`src/rtl/tiny_cpu_pkg.sv`:
```
// Shared types and constants for the tiny CPU fetch stage.
package tiny_cpu_pkg;

  typedef enum logic [1:0] {
    IDLE    = 2'd0,
    REQ     = 2'd1,
    DISCARD = 2'd2
  } fetch_state_t;

  typedef struct packed {
    logic [7:0] data;
    logic [7:0] pc;
  } fetch_entry_t;

  localparam logic [7:0] DEFAULT_RESET_PC = 8'h00;

endpackage

```
`src/rtl/tiny_cpu_fifo.sv`:
```
// Prefetch FIFO of fetch entries; flush wins over push and pop.
module tiny_cpu_fifo
  import tiny_cpu_pkg::*;
#(
  parameter int DEPTH = 2,
  parameter int AW    = $clog2(DEPTH)
) (
  input  logic          clk,
  input  logic          rst_n,
  input  logic          push,
  input  logic [15:0]   wdata,
  input  logic          pop,
  input  logic          flush,
  output logic [15:0]   rdata,
  output logic [AW:0]   count,
  output logic          empty,
  output logic          full
);

  localparam logic [AW:0] DEPTH_C = (AW + 1)'(DEPTH);
  localparam logic [AW:0] ONE_C   = {{AW{1'b0}}, 1'b1};

  fetch_entry_t mem_q [DEPTH];
  fetch_entry_t mem_d [DEPTH];
  logic [AW:0]  wr_ptr_q, wr_ptr_d;
  logic [AW:0]  rd_ptr_q, rd_ptr_d;
  logic         do_push, do_pop;

  always_comb begin
    count   = wr_ptr_q - rd_ptr_q;
    empty   = (count == '0);
    full    = (count == DEPTH_C);
    rdata   = mem_q[rd_ptr_q[AW-1:0]];
    do_push = push && !full && !flush;
    do_pop  = pop && !empty && !flush;
  end

  always_comb begin
    wr_ptr_d = wr_ptr_q;
    rd_ptr_d = rd_ptr_q;
    mem_d    = mem_q;
    if (flush) begin
      wr_ptr_d = '0;
      rd_ptr_d = '0;
    end else begin
      if (do_push) begin
        mem_d[wr_ptr_q[AW-1:0]] = wdata;
        wr_ptr_d = wr_ptr_q + ONE_C;
      end
      if (do_pop) begin
        rd_ptr_d = rd_ptr_q + ONE_C;
      end
    end
  end

  // Storage is cleared on reset so the head outputs read as zero.
  always_ff @(posedge clk or negedge rst_n) begin
    if (!rst_n) begin
      wr_ptr_q <= '0;
      rd_ptr_q <= '0;
      for (int i = 0; i < DEPTH; i++) begin
        mem_q[i] <= '0;
      end
    end else begin
      wr_ptr_q <= wr_ptr_d;
      rd_ptr_q <= rd_ptr_d;
      mem_q    <= mem_d;
    end
  end

endmodule

```
`src/rtl/tiny_cpu_fetch.sv`:
```
// Instruction fetch stage: credit-limited byte fetch into a prefetch FIFO,
// with redirect flushing the buffered stream and any in-flight byte.
module tiny_cpu_fetch
  import tiny_cpu_pkg::*;
#(
  parameter int         DEPTH    = 2,
  parameter logic [7:0] RESET_PC = DEFAULT_RESET_PC
) (
  input  logic       clk,
  input  logic       rst_n,
  input  logic       ena,
  output logic       mem_req,
  output logic [7:0] mem_addr,
  input  logic       mem_ack,
  input  logic [7:0] mem_data,
  output logic       instr_valid,
  input  logic       instr_ready,
  output logic [7:0] instr_data,
  output logic [7:0] instr_pc,
  input  logic       redirect_valid,
  input  logic [7:0] redirect_pc
);

  localparam int            AW      = $clog2(DEPTH);
  localparam logic [AW+1:0] DEPTH_W = (AW + 2)'(DEPTH);
  localparam logic [AW+1:0] ONE_W   = {{(AW + 1){1'b0}}, 1'b1};

  fetch_state_t  state_q, state_d;
  logic [7:0]    fetch_pc_q, fetch_pc_d;
  logic [7:0]    redir_pc_q, redir_pc_d;
  logic [AW:0]   count;
  logic          empty, full;
  logic          push, pop;
  logic [AW+1:0] occ_after_pop;
  logic          credit_now, credit_after_push;
  fetch_entry_t  push_entry, head_entry;
  logic [15:0]   head_raw;

  tiny_cpu_fifo #(.DEPTH(DEPTH), .AW(AW)) u_fifo (
    .clk   (clk),
    .rst_n (rst_n),
    .push  (push),
    .wdata (push_entry),
    .pop   (pop),
    .flush (redirect_valid),
    .rdata (head_raw),
    .count (count),
    .empty (empty),
    .full  (full)
  );

  // Occupancy already discounts this cycle's pop, so credit frees up immediately.
  always_comb begin
    pop               = !empty && instr_ready;
    push              = (state_q == REQ) && mem_ack && !redirect_valid && !full;
    push_entry        = '{data: mem_data, pc: fetch_pc_q};
    occ_after_pop     = {1'b0, count} - {{(AW + 1){1'b0}}, pop};
    credit_now        = ena && (occ_after_pop < DEPTH_W);
    credit_after_push = ena && ((occ_after_pop + ONE_W) < DEPTH_W);
  end

  always_ff @(posedge clk or negedge rst_n) begin
    if (!rst_n) begin
      state_q <= IDLE;
    end else begin
      state_q <= state_d;
    end
  end

  always_comb begin
    state_d = state_q;
    case (state_q)
      IDLE: begin
        if (!redirect_valid && credit_now) state_d = REQ;
      end
      REQ: begin
        if (redirect_valid)  state_d = mem_ack ? IDLE : DISCARD;
        else if (mem_ack)    state_d = credit_after_push ? REQ : IDLE;
      end
      DISCARD: begin
        if (mem_ack) state_d = IDLE;
      end
      default: state_d = IDLE;
    endcase
  end

  always_comb begin
    mem_req     = (state_q == REQ) || (state_q == DISCARD);
    mem_addr    = fetch_pc_q;
    head_entry  = head_raw;
    instr_valid = !empty;
    instr_data  = head_entry.data;
    instr_pc    = head_entry.pc;
  end

  // An unacked request keeps its address; the redirect target waits in redir_pc.
  always_comb begin
    redir_pc_d = redirect_valid ? redirect_pc : redir_pc_q;
    fetch_pc_d = fetch_pc_q;
    if (redirect_valid && !(mem_req && !mem_ack)) begin
      fetch_pc_d = redirect_pc;
    end else if (!redirect_valid && (state_q == REQ) && mem_ack) begin
      fetch_pc_d = fetch_pc_q + 8'd1;
    end else if ((state_q == DISCARD) && mem_ack) begin
      fetch_pc_d = redir_pc_q;
    end
  end

  always_ff @(posedge clk or negedge rst_n) begin
    if (!rst_n) begin
      fetch_pc_q <= RESET_PC;
      redir_pc_q <= RESET_PC;
    end else begin
      fetch_pc_q <= fetch_pc_d;
      redir_pc_q <= redir_pc_d;
    end
  end

endmodule

```
`config.mk`:
```
export PLATFORM = sky130hd
export DESIGN_NAME = tiny_cpu_fetch
export DESIGN_NICKNAME = d
export VERILOG_FILES = /design/src/rtl/tiny_cpu_pkg.sv /design/src/rtl/tiny_cpu_fifo.sv /design/src/rtl/tiny_cpu_fetch.sv
export SDC_FILE = /design/constraint.sdc
export NUM_CORES = 1
export LEC_CHECK = 0
export BUFFER_PORTS_ARGS = -buffer_cell sky130_fd_sc_hd__buf_2
export CAP_MARGIN = 20
export CORE_UTILIZATION = 35
export DETAILED_ROUTE_END_ITERATION = 10
export PLACE_DENSITY = 0.51
export RECOVER_POWER = 50
export SLEW_MARGIN = 20
export SYNTH_ARGS = -nofsm -noshare
export SYNTH_HDL_FRONTEND = slang
export SYNTH_SLANG_ARGS = --single-unit
```
`constraint.sdc`:
```
create_clock -name clk -period 3.05 [get_ports clk]
set_clock_uncertainty 0.05 [all_clocks]
set_input_delay 0.61 -clock clk [delete_from_list [all_inputs] [get_ports clk]]
set_output_delay 0.61 -clock clk [all_outputs]
set_load 0.01 [all_outputs]
```
==> out/results.tsv <==
metric	value	unit
total_power	2720	uW
vias_per_cell	4.99	
clk_path_buf_depth	2	
grt_usage	14.9	%
crit_cells	10	
synth_fa_ha_area_share	3.69	%
dr.pass1.iters	4	
drive_gt1_share	42.4	%
die_x	90.1	um
ant_nets	0	
areaGrowthSynthToFinish	15.5	%
wl_per_cell	15.8	um
place.detailed.hpwl	3930	um
synth-seq-cells	54	
synth-compound-area-share	9.96	%
leakage	0.00144	uW
top_layer	met4	
vdd_drop_max	0.394	mV
fin_crit_sh	79.6	%
worstPathCellList	inv_1 -> ha_1 -> a21boi_0 -> ha_1 -> ha_1 -> inv_1 -> ha_1 -> xnor2_1 -> a41oi_1 -> a21oi_1	
cp.arrival	2.58	ns
die_h	90.1	um
num-nets-final	291	
grt_pass1_vias	1830	
initial_utilization	36.8	%
cts_num_sinks	54	
gr-total-overflow	0	
cpMostUsedCell	ha_1	
switching_power	994	uW
grt_max_degree	22	
ys_warn_count	0	
r2r_start	u_fifo.wr_ptr_q[0]$_DFFE_PN0P_	
worstSetupEndpoint	state_q[0]$_DFFE_PN0P_	
crit_path_end_kind	flip-flop	
tns	0	ns
nFillCells	740	
wl_met1	2750	um
post_cts_resize_count	0	
diodes	0	
r2r_cells	10	
io_pins	48	
cp_max_fo	5	
crit_path_start_kind	flip-flop	
crit_buf_inv	2	
syn_nets	243	
fmax	412	MHz
finalMaxSlewViolations	0	
p_comb_share	40.4	%
dieArea	8110	um2
clock_latency	0.31	ns
timing.rr.end	state_q[0]$_DFFE_PN0P_	
synth_xor_area_share	3.55	%
cp_data_required_time	3.20	ns
pwr-share-clk	16.0	%
path_delay_family	adder cells	
globalplace.congestion	0.700	
cts_buffers	5	
drc	0	
hold_class	input port to async pin	
port-buffer-count	47	
clk_pin_slew	0.11	ns
outcome	finished clean	
pwr-share-seq	43.6	%
place_area	3050	um2
via_count	1802	
grt_pass1_wl	9590	um
cts-htree-levels	2	
relSlewSlack	19.4	%
slowest_stage	ha_1	
ys_seq_area_share	49.8	%
tritoncts	yes	
critPathMaxStageDelay	0.41	ns
drt_iter0_markers	56	
setup-violations-final	0	
pwr_density_cell	869	nW/um2
fin_crit	2.43	ns
tightest_slew	1.21	ns
cap_viol_max_count	0	
grt_setup_unrepaired	false	
final_cell_mix	56 x mux2_2, 54 x dfrtp_1, 40 x buf_2, 9 x clkbuf_1	
yosys.area_share.simple	6.50	%
route.met3.wl	194	um
row_count	31	
wl_met2	2690	um
fin_util	42.5	%
post-cts-setup-buffers	0	
startpoint	u_fifo.wr_ptr_q[0]$_DFFE_PN0P_	
internal_power	1730	uW
avgSynthCellArea	12.7	um2
final_common_cell	mux2_2	
synth_top_family_by_area	multiplexers	
drt_wl_total	5700	um
design.core.area	7370	um2
switching_share	36.5	%
path_class	flip-flop to flip-flop	
holdBufCountCts	0	
syn_area	2710	um2
root_buffer	clkbuf_8	
timing_hold_violations_final	0	
rrSetupSlack	0.62	ns
hold_slack	0.368	ns
synthMuxAreaShare	23.2	%
final_cell_area	3140	um2
synthCells	213	
ys_types	38	
antenna_found_initial	0	
## worst register-to-register path: stages (launching register included)
cell and delay [ns]:
dfrtp_1 0.40, inv_1 0.11, ha_1 0.41, a21boi_0 0.18, ha_1 0.22, ha_1 0.29, inv_1 0.05, ha_1 0.20
xnor2_1 0.12, a41oi_1 0.21, a21oi_1 0.09
## worst min-delay path by stage
| stage | from | end | slack, ns | cells after the start |
|---|---|---|---|---|
| detailed placement | u_fifo.mem_q[15]$_DFFE_PN0P_ | u_fifo.mem_q[15]$_DFFE_PN0P_ | 0.44 | 1 |
| global placement | u_fifo.mem_q[7]$_DFFE_PN0P_ | u_fifo.mem_q[7]$_DFFE_PN0P_ | 0.44 | 1 |
| floorplan | rst_n | mem_addr[0]$_DFFE_PN0P_ | 0.26 | 0 |
| CTS | rst_n | u_fifo.mem_q[1]$_DFFE_PN0P_ | 0.16 | 1 |
| global route | rst_n | u_fifo.mem_q[19]$_DFFE_PN0P_ | 0.43 | 1 |
| finish | rst_n | u_fifo.mem_q[1]$_DFFE_PN0P_ | 0.37 | 1 |
## layout make-up
class	count	area, um2	share of cell area, %
multi-input cells	140	1270	40.6
repair buffers	52	256	8.18
flip-flops and latches	54	1350	43.1
inverters	8	30.0	0.958
clock buffers	6	82.6	2.63
clock inverters	2	17.5	0.559
well taps	99	124	3.95
## through the flow
step	setup WS, ns	instances
2_1_floorplan	0.773	213
3_3_place_gp	0.699	353
3_5_place_dp	0.644	353
4_1_cts	0.617	361
5_1_grt	0.437	361
6_report	0.621	361
## cell usage after synthesis
library cell  instances  area share, %
mux2_2               56             23
dfrtp_1              54             50
ha_1                  8            3.7
inv_1                 8            1.1
nor2_1                7           0.97
xnor2_1               7            2.3
nand2_1               6           0.83
o21ai_0               6            1.1
a21oi_1               5           0.92
a221o_1               5            1.8
clkbuf_1              5           0.69
xor2_1                4            1.3
a211oi_1              3           0.83
a22oi_1               3           0.83
nand2b_1              3           0.69
nand3_1               3           0.55
o211ai_1              3           0.83
a211o_1               2           0.65
and2_1                2           0.46
buf_2                 2           0.37
buf_4                 2           0.55
nand4_1               2           0.46
o221ai_1              2           0.65
a211oi_4              1           0.74
a21boi_0              1           0.28
a311o_1               1           0.37
a41oi_1               1           0.32
and3_1                1           0.23
and3b_1               1           0.32
and4_1                1           0.32
buf_1                 1           0.14
buf_6                 1           0.41
nand3b_4              1           0.74
nor2_4                1           0.41
nor2b_1               1           0.23
nor3b_1               1           0.28
o21a_1                1           0.28
o21ai_2               1           0.32
## metal layers
metal,global-route usage (%),up-vias
met1,20.6,904
met5,0,-
met2,23.5,25
met3,3.30,7
met4,4.44,0
li1,-,866
## registers in the layout (all words and copies together), names as in the netlist
register / flops
u_fifo.mem_q: 32
mem_addr: 8
redir_pc_q: 8
state_q: 2
u_fifo.rd_ptr_q: 2
u_fifo.wr_ptr_q: 2
## kinds of logic (layout without fill, tap and decap cells)
group | after synthesis | after routing
compound gates | 35 | 35
buf+inv | 19 | 68
flops | 54 | 54
mux | 56 | 56
simple gates | 30 | 30
fa+ha+maj | 8 | 8
xor+xnor | 11 | 11
## power by group through the flow
stage	logic [uW]	registers [uW]	clock network, uW
after CTS	1130	1190	454
after global routing	1210	1230	486
after global placement	1110	1200	0
after floorplan	788	1140	0
final	1100	1190	437
after detailed placement	1130	1210	0
Power figures use the tool's default switching activity.
